File: src/rtl/mem_arbiter_pkg.sv
// rtl/mem_arbiter_pkg.sv - shared widths and types for the memory arbiter
package mem_arb_pkg;

  localparam int ADDR_W     = 15;
  localparam int DATA_W     = 16;
  localparam int MEM_RD_LAT = 2;

  typedef logic [ADDR_W-1:0] addr_t;
  typedef logic [DATA_W-1:0] data_t;

endpackage

File: src/rtl/mem_arbiter_rr_arbiter.sv
// rtl/mem_arbiter_rr_arbiter.sv - round-robin arbiter with combinational grant and registered pointer
module rr_arbiter
  import mem_arb_pkg::*;
#(
  parameter  int N    = 4,
  localparam int ID_W = (N > 1) ? $clog2(N) : 1
) (
  input  logic            clk,
  input  logic            rst,
  input  logic [N-1:0]    req,
  output logic [N-1:0]    gnt,
  output logic [ID_W-1:0] gnt_idx,
  output logic            any
);

  logic [ID_W-1:0] r_ptr;
  logic [ID_W-1:0] w_cand;
  int              w_pos;

  // Scan ptr, ptr+1, ... with wrap; the first requester found wins.
  always_comb begin
    gnt     = '0;
    gnt_idx = '0;
    any     = 1'b0;
    w_cand  = '0;
    w_pos   = 0;
    for (int o = 0; o < N; o++) begin
      w_pos = int'(r_ptr) + o;
      if (w_pos >= N) w_pos = w_pos - N;
      w_cand = ID_W'(w_pos);
      if (!any && req[w_cand]) begin
        gnt[w_cand] = 1'b1;
        gnt_idx     = w_cand;
        any         = 1'b1;
      end
    end
  end

  // Move the pointer just past the winner so it has lowest priority next time.
  always_ff @(posedge clk or posedge rst) begin
    if (rst) begin
      r_ptr <= '0;
    end else if (any) begin
      r_ptr <= (gnt_idx == ID_W'(N - 1)) ? '0 : gnt_idx + 1'b1;
    end
  end

endmodule

File: src/rtl/mem_arbiter.sv
// rtl/mem_arbiter.sv - shares one read and one write memory port among N_REQ requesters (option: MEM_ARB_STATS_EN)
module mem_arbiter
  import mem_arb_pkg::*;
#(
  parameter  int N_REQ = 4,
  localparam int ID_W  = $clog2(N_REQ)
) (
  input  logic                    clk,
  input  logic                    rst,
  input  logic [N_REQ-1:0]        req_valid,
  input  logic [N_REQ-1:0]        req_we,
  input  logic [N_REQ*ADDR_W-1:0] req_addr,
  input  logic [N_REQ*DATA_W-1:0] req_wdata,
  output logic [N_REQ-1:0]        req_gnt,
  output logic [N_REQ-1:0]        rsp_valid,
  output logic [DATA_W-1:0]       rsp_data,
  output logic [ADDR_W-1:0]       mem_raddr,
  input  logic [DATA_W-1:0]       mem_rdata,
  output logic                    mem_wen,
  output logic [ADDR_W-1:0]       mem_waddr,
  output logic [DATA_W-1:0]       mem_wdata
`ifdef MEM_ARB_STATS_EN
  ,
  output logic [31:0]             stat_rd,
  output logic [31:0]             stat_wr,
  output logic [31:0]             stat_stall
`endif
);

  logic [N_REQ-1:0] w_rd_req;
  logic [N_REQ-1:0] w_wr_req;
  logic [N_REQ-1:0] w_rd_gnt;
  logic [N_REQ-1:0] w_wr_gnt;
  logic [ID_W-1:0]  w_rd_idx;
  logic [ID_W-1:0]  w_wr_idx;
  logic             w_rd_any;
  logic             w_wr_any;

  logic             r_s1_v;
  logic [ID_W-1:0]  r_s1_id;
  logic             r_s2_v;
  logic [ID_W-1:0]  r_s2_id;

  assign w_rd_req = req_valid & ~req_we;
  assign w_wr_req = req_valid & req_we;

  rr_arbiter #(.N(N_REQ)) u_rd_arb (
    .clk     (clk),
    .rst     (rst),
    .req     (w_rd_req),
    .gnt     (w_rd_gnt),
    .gnt_idx (w_rd_idx),
    .any     (w_rd_any)
  );

  rr_arbiter #(.N(N_REQ)) u_wr_arb (
    .clk     (clk),
    .rst     (rst),
    .req     (w_wr_req),
    .gnt     (w_wr_gnt),
    .gnt_idx (w_wr_idx),
    .any     (w_wr_any)
  );

  assign req_gnt   = w_rd_gnt | w_wr_gnt;
  assign mem_raddr = w_rd_any ? req_addr[w_rd_idx*ADDR_W +: ADDR_W]  : '0;
  assign mem_wen   = w_wr_any;
  assign mem_waddr = w_wr_any ? req_addr[w_wr_idx*ADDR_W +: ADDR_W]  : '0;
  assign mem_wdata = w_wr_any ? req_wdata[w_wr_idx*DATA_W +: DATA_W] : '0;

  // Carry the read winner's id alongside the memory's two-cycle read latency.
  always_ff @(posedge clk or posedge rst) begin
    if (rst) begin
      r_s1_v  <= 1'b0;
      r_s1_id <= '0;
      r_s2_v  <= 1'b0;
      r_s2_id <= '0;
    end else begin
      r_s1_v  <= w_rd_any;
      r_s1_id <= w_rd_idx;
      r_s2_v  <= r_s1_v;
      r_s2_id <= r_s1_id;
    end
  end

  assign rsp_valid = r_s2_v ? (N_REQ'(1) << r_s2_id) : '0;
  assign rsp_data  = r_s2_v ? mem_rdata : '0;

`ifdef MEM_ARB_STATS_EN
  logic [31:0] r_stat_rd;
  logic [31:0] r_stat_wr;
  logic [31:0] r_stat_stall;
  logic        w_stall;

  assign w_stall = |(req_valid & ~req_gnt);

  // Saturating counts of read grants, write grants and cycles with a waiting request.
  always_ff @(posedge clk or posedge rst) begin
    if (rst) begin
      r_stat_rd    <= '0;
      r_stat_wr    <= '0;
      r_stat_stall <= '0;
    end else begin
      if (w_rd_any && (r_stat_rd != '1))    r_stat_rd    <= r_stat_rd + 32'd1;
      if (w_wr_any && (r_stat_wr != '1))    r_stat_wr    <= r_stat_wr + 32'd1;
      if (w_stall && (r_stat_stall != '1))  r_stat_stall <= r_stat_stall + 32'd1;
    end
  end

  assign stat_rd    = r_stat_rd;
  assign stat_wr    = r_stat_wr;
  assign stat_stall = r_stat_stall;
`endif

endmodule
File: config.mk
export PLATFORM = sky130hd
export DESIGN_NAME = mem_arbiter
export DESIGN_NICKNAME = d
export VERILOG_FILES = /design/src/rtl/mem_arbiter_pkg.sv /design/src/rtl/mem_arbiter_rr_arbiter.sv /design/src/rtl/mem_arbiter.sv
export SDC_FILE = /design/constraint.sdc
export NUM_CORES = 1
export LEC_CHECK = 0
export ABC_CLOCK_PERIOD_IN_PS = 4800
export CAP_MARGIN = 20
export CELL_PAD_IN_SITES_DETAIL_PLACEMENT = 1
export CELL_PAD_IN_SITES_GLOBAL_PLACEMENT = 2
export CORE_ASPECT_RATIO = 0.9
export CORE_MARGIN = 10
export CORE_UTILIZATION = 18
export CTS_BUF_LIST = sky130_fd_sc_hd__clkbuf_8
export DETAILED_ROUTE_END_ITERATION = 16
export GPL_ROUTABILITY_DRIVEN = 0
export HOLD_SLACK_MARGIN = 0.05
export PLACE_DENSITY_LB_ADDON = 0.1
export SETUP_SLACK_MARGIN = 0.15
export SLEW_MARGIN = 5
export SYNTH_ARGS = -nofsm -noshare
export SYNTH_HDL_FRONTEND = slang
export SYNTH_SLANG_ARGS = --single-unit
File: constraint.sdc
create_clock -name clk -period 4.8 [get_ports clk]
set_input_delay 0.72 -clock clk [delete_from_list [all_inputs] [get_ports clk]]
set_output_delay 0.72 -clock clk [all_outputs]
set_load 0.01 [all_outputs]
Word-level counts from Yosys, hierarchy flattened
Cells that the tools add are included.
{"block": "op_classes", "n_bitwise": 10, "n_addsub": 16, "n_eq_ne": 2, "n_shift": 4, "reduce_logical": 20, "mux": 71, "mul": 2, "magnitude_cmp": 24}
{"op": "indexed part select 60 x 7 -> 15 bit", "n": 2}
{"op": "indexed part select 64 x 7 -> 16 bit", "n": 1}
{"op": "two-way mux 2 bit", "n": 18}
{"op": "two-way mux 4 bit", "n": 9}
{"op": "two-way mux 16 bit", "n": 2}
{"op": "two-way mux 15 bit", "n": 2}
{"op": "bitwise OR 4 bit", "n": 7}
{"op": "less-than comparator 2 x 3 -> 1 bit (second input constant)", "n": 8}
{"op": "two-way mux 1 bit", "n": 24}
{"op": "greater-or-equal comparator 3 bit (second input constant)", "n": 6}
{"op": "binary-select mux 1 bit (select 2 bit)", "n": 8}
{"op": "demux 1 bit (select 2 bit)", "n": 8}
{"op": "greater-or-equal comparator 2 x 1 -> 1 bit (second input constant)", "n": 8}
{"op": "subtractor 2 x 1 -> 2 bit (second input constant)", "n": 8}
{"op": "logical AND 1 bit", "n": 14}
{"op": "adder 2 x 2 -> 3 bit (second input constant)", "n": 4}
{"op": "multiplier 2 x 4 -> 6 bit (second input constant)", "n": 2}
{"op": "AND 4 bit", "n": 2}
{"op": "adder 2 x 1 -> 3 bit (second input constant)", "n": 2}
{"op": "greater-or-equal comparator 2 x 3 -> 1 bit (second input constant)", "n": 2}
{"op": "logical NOT 1 bit", "n": 6}
{"op": "adder 2 x 1 -> 2 bit (second input constant)", "n": 2}
{"op": "== test 2 bit (second input constant)", "n": 2}
{"op": "NOT 4 bit", "n": 1}
{"op": "<< shifter 1 x 2 -> 4 bit (first input constant)", "n": 1}
{"block": "totals", "word_cells": 155, "reg_bits": 10, "output_inout_bits": 71, "input_bits": 150}

Depth between registers and ports, before layout
Gate-level depths: netlist of the first run.
{"block": "depth", "depth_word": 17, "depth_mapped": 11, "depth_no_buf": 9}

By module
A second synthesis of the first run with hierarchy kept.
{"block": "hier_totals", "hier_cells": 318, "area_unflattened_um2": 2881.5}
{"module": "mem_arbiter", "cells_each": 203, "area_each_um2": 1781.7, "seq_area_each_um2": 150.1, "instances": 1}
{"module": "rr_arbiter at u_rd_arb", "cells_each": 57, "area_each_um2": 556.8, "seq_area_each_um2": 50.0, "instances": 1}
{"module": "rr_arbiter at u_wr_arb", "cells_each": 58, "area_each_um2": 543.0, "seq_area_each_um2": 50.0, "instances": 1}

Worst setup path after synthesis of the first run
Ideal clock, no wire load.
{"block": "synth_path", "kind": "register -> output", "from": "register u_wr_arb.r_ptr[0]", "to": "output port mem_waddr[0]", "setup_slack_ns": 1.241, "n_path_buf": 4, "path_stages_with_launch": 12, "arrival_time_ns": 2.839, "required_time_ns": 4.080, "path_cell_list": "dfrtp_1 -> clkbuf_1 -> inv_1 -> ha_1 -> clkbuf_1 -> nor3_1 -> o211ai_1 -> a21oi_1 -> o311a_1 -> buf_2 -> buf_2 -> mux2i_1"}
{"block": "synth_via", "elab_chain_len": 17, "word_cells_on_any_way": 40, "classes_between": "add/sub: 7; mul: 1; order compare: 4; shift: 1; mux: 21; reduce/logical: 6"}
{"item": "start, declared", "line_no": "mem_arbiter_rr_arbiter.sv:16", "text": "logic [ID_W-1:0] r_ptr;"}
{"item": "start signal, assigned", "line_no": "mem_arbiter_rr_arbiter.sv:44", "text": "r_ptr <= (gnt_idx == ID_W'(N - 1)) ? '0 : gnt_idx + 1'b1;"}
{"item": "parallel branches: the longest is 16 deep, another holds adder 2 x 1 -> 3 bit"}
{"item": "two-way mux 15 bit (*)", "line_no": "mem_arbiter.sv:68", "text": "assign mem_waddr = w_wr_any ? req_addr[w_wr_idx*ADDR_W +: ADDR_W] : '0;"}
{"item": "end, declared", "line_no": "mem_arbiter.sv:20", "text": "output logic [ADDR_W-1:0] mem_waddr,"}
Mark *: on every way between the ends. The select of a mux whose other input is x is not followed.

Worst setup path in the final report of the first run
{"block": "layout_path", "from": "input port req_valid[3]", "to": "output port mem_raddr[0]"}
{"block": "layout_via", "elab_chain_len": 16, "word_cells_on_any_way": 26, "classes_between": "mul: 1; shift: 1; mux: 17; bitwise: 1; reduce/logical: 6"}
{"item": "start, declared", "line_no": "mem_arbiter.sv:10", "text": "input logic [N_REQ-1:0] req_valid,"}
{"item": "AND 4 bit (*)", "line_no": "mem_arbiter.sv:44", "text": "assign w_rd_req = req_valid & ~req_we;"}
{"item": "binary-select mux 1 bit (select 2 bit)", "line_no": "mem_arbiter_rr_arbiter.sv:31", "text": "if (!any && req[w_cand]) begin"}
{"item": "two-way mux 1 bit (not written as such)", "line_no": "mem_arbiter_rr_arbiter.sv:31"}
{"item": "two-way mux 1 bit", "line_no": "mem_arbiter_rr_arbiter.sv:31"}
{"item": "logical NOT 1 bit", "line_no": "mem_arbiter_rr_arbiter.sv:31"}
{"item": "logical AND 1 bit", "line_no": "mem_arbiter_rr_arbiter.sv:31"}
{"item": "two-way mux 1 bit", "line_no": "mem_arbiter_rr_arbiter.sv:31"}
{"item": "logical NOT 1 bit", "line_no": "mem_arbiter_rr_arbiter.sv:31"}
{"item": "logical AND 1 bit", "line_no": "mem_arbiter_rr_arbiter.sv:31"}
{"item": "two-way mux 1 bit", "line_no": "mem_arbiter_rr_arbiter.sv:31"}
{"item": "logical NOT 1 bit", "line_no": "mem_arbiter_rr_arbiter.sv:31"}
{"item": "logical AND 1 bit", "line_no": "mem_arbiter_rr_arbiter.sv:31"}
{"item": "two-way mux 2 bit", "line_no": "mem_arbiter_rr_arbiter.sv:31"}
{"item": "multiplier 2 x 4 -> 6 bit", "line_no": "mem_arbiter.sv:66", "text": "assign mem_raddr = w_rd_any ? req_addr[w_rd_idx*ADDR_W +: ADDR_W] : '0;"}
{"item": "indexed part select 60 x 7 -> 15 bit", "line_no": "mem_arbiter.sv:66"}
{"item": "two-way mux 15 bit (*)", "line_no": "mem_arbiter.sv:66"}
{"item": "end, declared", "line_no": "mem_arbiter.sv:17", "text": "output logic [ADDR_W-1:0] mem_raddr,"}
Every way passes the cells marked *; elsewhere a longest branch is shown, timed or not. The select of a mux whose other input is x is not followed.

==> results of run 1 <==
-- worst max-delay path by stage --
stage / cells past startpoint / slack (ns) / endpoint / start
finish: 9 / 0.32 / mem_raddr[0] / req_valid[3]
global route: 9 / 0.18 / mem_raddr[14] / req_we[0]
CTS: 9 / 0.24 / mem_raddr[3] / req_valid[3]
detailed placement: 8 / -0.01 / mem_raddr[14] / req_valid[3]
global placement: 8 / 0.1 / mem_raddr[14] / req_valid[3]
floorplan: 11 / 1.24 / mem_waddr[0] / u_wr_arb.r_ptr[0]
-- layout make-up --
| type | count | area (sq um) | share of cell area (%) |
|---|---|---|---|
| timing repair buffer | 236 | 2360 | 43.9 |
| antenna | 1 | 2.50 | 0.0465 |
| sequential | 10 | 250 | 4.65 |
| multi-input combinational | 303 | 2430 | 45.2 |
| clock buffer | 4 | 55.1 | 1.02 |
| tap | 202 | 253 | 4.70 |
| inverter | 7 | 26.3 | 0.488 |
-- critical path: cells and delay by family --
kind	cells	cell delay [ns]
mux	1	0.54
buf+inv	3	1.33
compound gates	1	0.24
simple gates	4	0.92
-- repair_timing --
action,CTS,global route
setup endpoints to repair,11,12
hold endpoints to repair,0,0
gates resized for setup,1,1
setup buffers,0,0
-- registers in the layout (all words and copies together), names as in the netlist --
register / count
r_s1_v: 1
u_rd_arb.r_ptr: 2
r_s1_id: 2
r_s2_v: 1
r_s2_id: 2
u_wr_arb.r_ptr: 2
-- per-layer routing --
| metal | GRT usage, % | vias up | wire length [um] |
|---|---|---|---|
| met5 | 0 | - | 0 |
| met4 | 1.92 | 0 | 193 |
| met3 | 7.22 | 10 | 1830 |
| met2 | 25.7 | 177 | 8020 |
| met1 | 16.1 | 1841 | 6720 |
| li1 | - | 1837 | - |
-- where the power goes --
part,switching (uW),total (uW),internal [uW]
Clock,32.4,104,72.0
Combinational,1350,2630,1280
Sequential,34.6,152,118
-- placed cells by master, fill, tap and decap left out, types with 6 or more instances in the layout --
master           instances
and2_1                  20
and3_1                  18
a221oi_1                 7
nand2_1                 13
clkdlybuf4s50_1        220
a211oi_1                16
nor2_1                  11
dfrtp_1                 10
buf_4                   13
nand4_1                  7
ha_1                    16
a221oi_2                 9
a21oi_1                 10
a22oi_1                 70
mux2i_1                 49
inv_1                    6
-- through the flow --
step	cell area (sq um)	util, %
6_report	5380	35.0
5_1_grt	5380	35.0
4_1_cts	5380	34.9
3_5_place_dp	5310	34.5
3_3_place_gp	5310	34.5
2_1_floorplan	2830	-
-- logic make-up after synthesis --
kind of cell,after synthesis
AOI/OAI and AO/OA,134
adders and majority gates,16
buffers and inverters,39
DFF,10
muxes,55
and+or+nand+nor,98
==> impl_metrics.csv, run 1 <==
group,metric,value,unit
sta,rsz0062_at_grt,"no",
place,dp.cells,758,
sta,max-slew-margin-rel,54.1,%
sta,fmax,0.223,GHz
worst_setup_path,crit_arrival,3.76,ns
floorplanning,initial_core_util,18.4,%
worst_setup_path,critical_path.most_common_cell,"clkdlybuf4s50_1",
worst_setup_path,path_cells,"clkdlybuf4s50_1 -> nor2b_2 -> mux4_2 -> nor2b_4 -> nor4_1 -> nor2_2 -> buf_4 -> a211oi_1 -> clkdlybuf4s50_1",
sta,maxSlewViolCount,0,
yosys,syn_avg_cell_area,8.03,sq um
worst_setup_path,reg2reg_to,"u_wr_arb.r_ptr[1]",
floorplanning,rows,43,
floorplanning,core,0.0154,sq mm
sta,fin_ws,0.316,ns
min_path,hold_path_depth,0,
yosys,synthAdderAreaFrac,7.08,%
floorplanning,ioPinCount,221,
routing,drt_pass1_iterations,4,
yosys,synth_common_cells,"a22oi_1, mux2i_1, clkbuf_1",
yosys,synthSimpleGateAreaFrac,19.8,%
routing,ant_nets,0,
global_route,antenna_found_initial,1,
sta,clock-skew-final,0.000805,ns
min_path,hp-class,"reg -> reg",
sta,finalCritPeriodShare,93.4,%
yosys,synth_top_family_by_area,"compound AO/OA/AOI/OAI gates",
place,detailed_place_hpwl,13500,um
global_route,grt_pass1_wl,25400,um
worst_setup_path,startpoint_type,"primary input",
yosys,syn_inst,352,
sta,finalHoldViolCount,0,
routing,vias,3865,
worst_setup_path,r2r_setup_slack,1.92,ns
yosys,synth_mux_area_share,20.9,%
yosys,synthArstFlopShare,100,%
clock_network,clock_sinks,10,
worst_setup_path,worst-path-max-fanout,12,
clock_network,cts-root-buf,"clkbuf_8",
layout,fill_cells,1772,
run,maxCapViolations,0,
yosys,yosysSeqAreaShare,8.85,%
yosys,synth_most_common_cell,"a22oi_1",
power_and_ir_drop,peakVddDrop,0.000179,V
worst_setup_path,r2r_start,"u_wr_arb.r_ptr[1]",
yosys,yosysWarnings,0,
yosys,synth_nets,518,
clock_network,clock_latency,0.23,ns
worst_setup_path,cpPeakStageDelay,0.64,ns
yosys,synth_top_area_share,18.6,%
global_route,first_global_vias,4202,
min_path,whs_endpoint,"r_s2_v",
routing,drt_iter0_markers,226,
power_and_ir_drop,p_leak,0.00206,uW
yosys,synth_cell_types,45,
worst_setup_path,cp-end-kind,"output pin",
clock_network,htree_levels,1,
routing,wl_per_cell,22.0,um
sta,hold_slack,0.347,ns
layout,synthToLayoutAreaGrowth,90.4,%
layout,finalNetCount,727,
global_route,grt_start_max_net_pins,64,
global_route,grt_use_total,14.7,%
floorplanning,die_area,0.0211,sq mm
layout,fin_cells,763,
place,io_buffers,220,
worst_setup_path,rr_worst_depth,7,
sta,fin_setup_tns,0,ns
yosys,synth_seq_cells,10,
yosys,synth_area,0.00283,sq mm
routing,drc,0,
yosys,synth_edf_count,0,
outcome,status,"finished, final reports clean",
power_and_ir_drop,cellPowerDensity,537,mW/mm^2
floorplanning,die_w,152,um
yosys,synth_largest_area_cell,"a22oi_1",
routing,via_per_inst,5.07,
clock_network,clockBufferDepth,2,
global_route,overflow,0,
clock_network,cts_tree,"built",
clock_network,clkSlewWorstSetupHoldPaths,0.05,ns
power_and_ir_drop,power,2890,uW
layout,drive_above_1_share,7.86,%
yosys,synth_area_leaders,"a22oi_1, mux2i_1, dfrtp_1",
sta,worst_pin_slew,0.685,ns
yosys,synth_compound_area_share,37.5,%
sta,setup_viol,0,
place,pre_cts_slack,-0.0108,ns
clock_network,holdBufCountCts,0,
clock_network,cts_buffers,3,
worst_setup_path,cp_slowest_cell,"clkdlybuf4s50_1",
sta,fin_crit,4.48,ns
floorplanning,dieHeight,139,um
yosys,synthFlopType,"dfrtp_1",
routing,drt-total-wl,16800,um
min_path,holdCritStartpoint,"r_s1_v",
yosys,synthXorXnorAreaFrac,0,%
worst_setup_path,crit_required,4.08,ns
worst_setup_path,critical_path_class,"in -> out",
No activity file was read; power rests on OpenSTA's default activity.
==> run 2, diff against run 1 <==
Settings changed: SLEW_MARGIN 5 to 20.
==> results of run 2 <==
Final layout, timing and power as in run 1 (identical DEF).
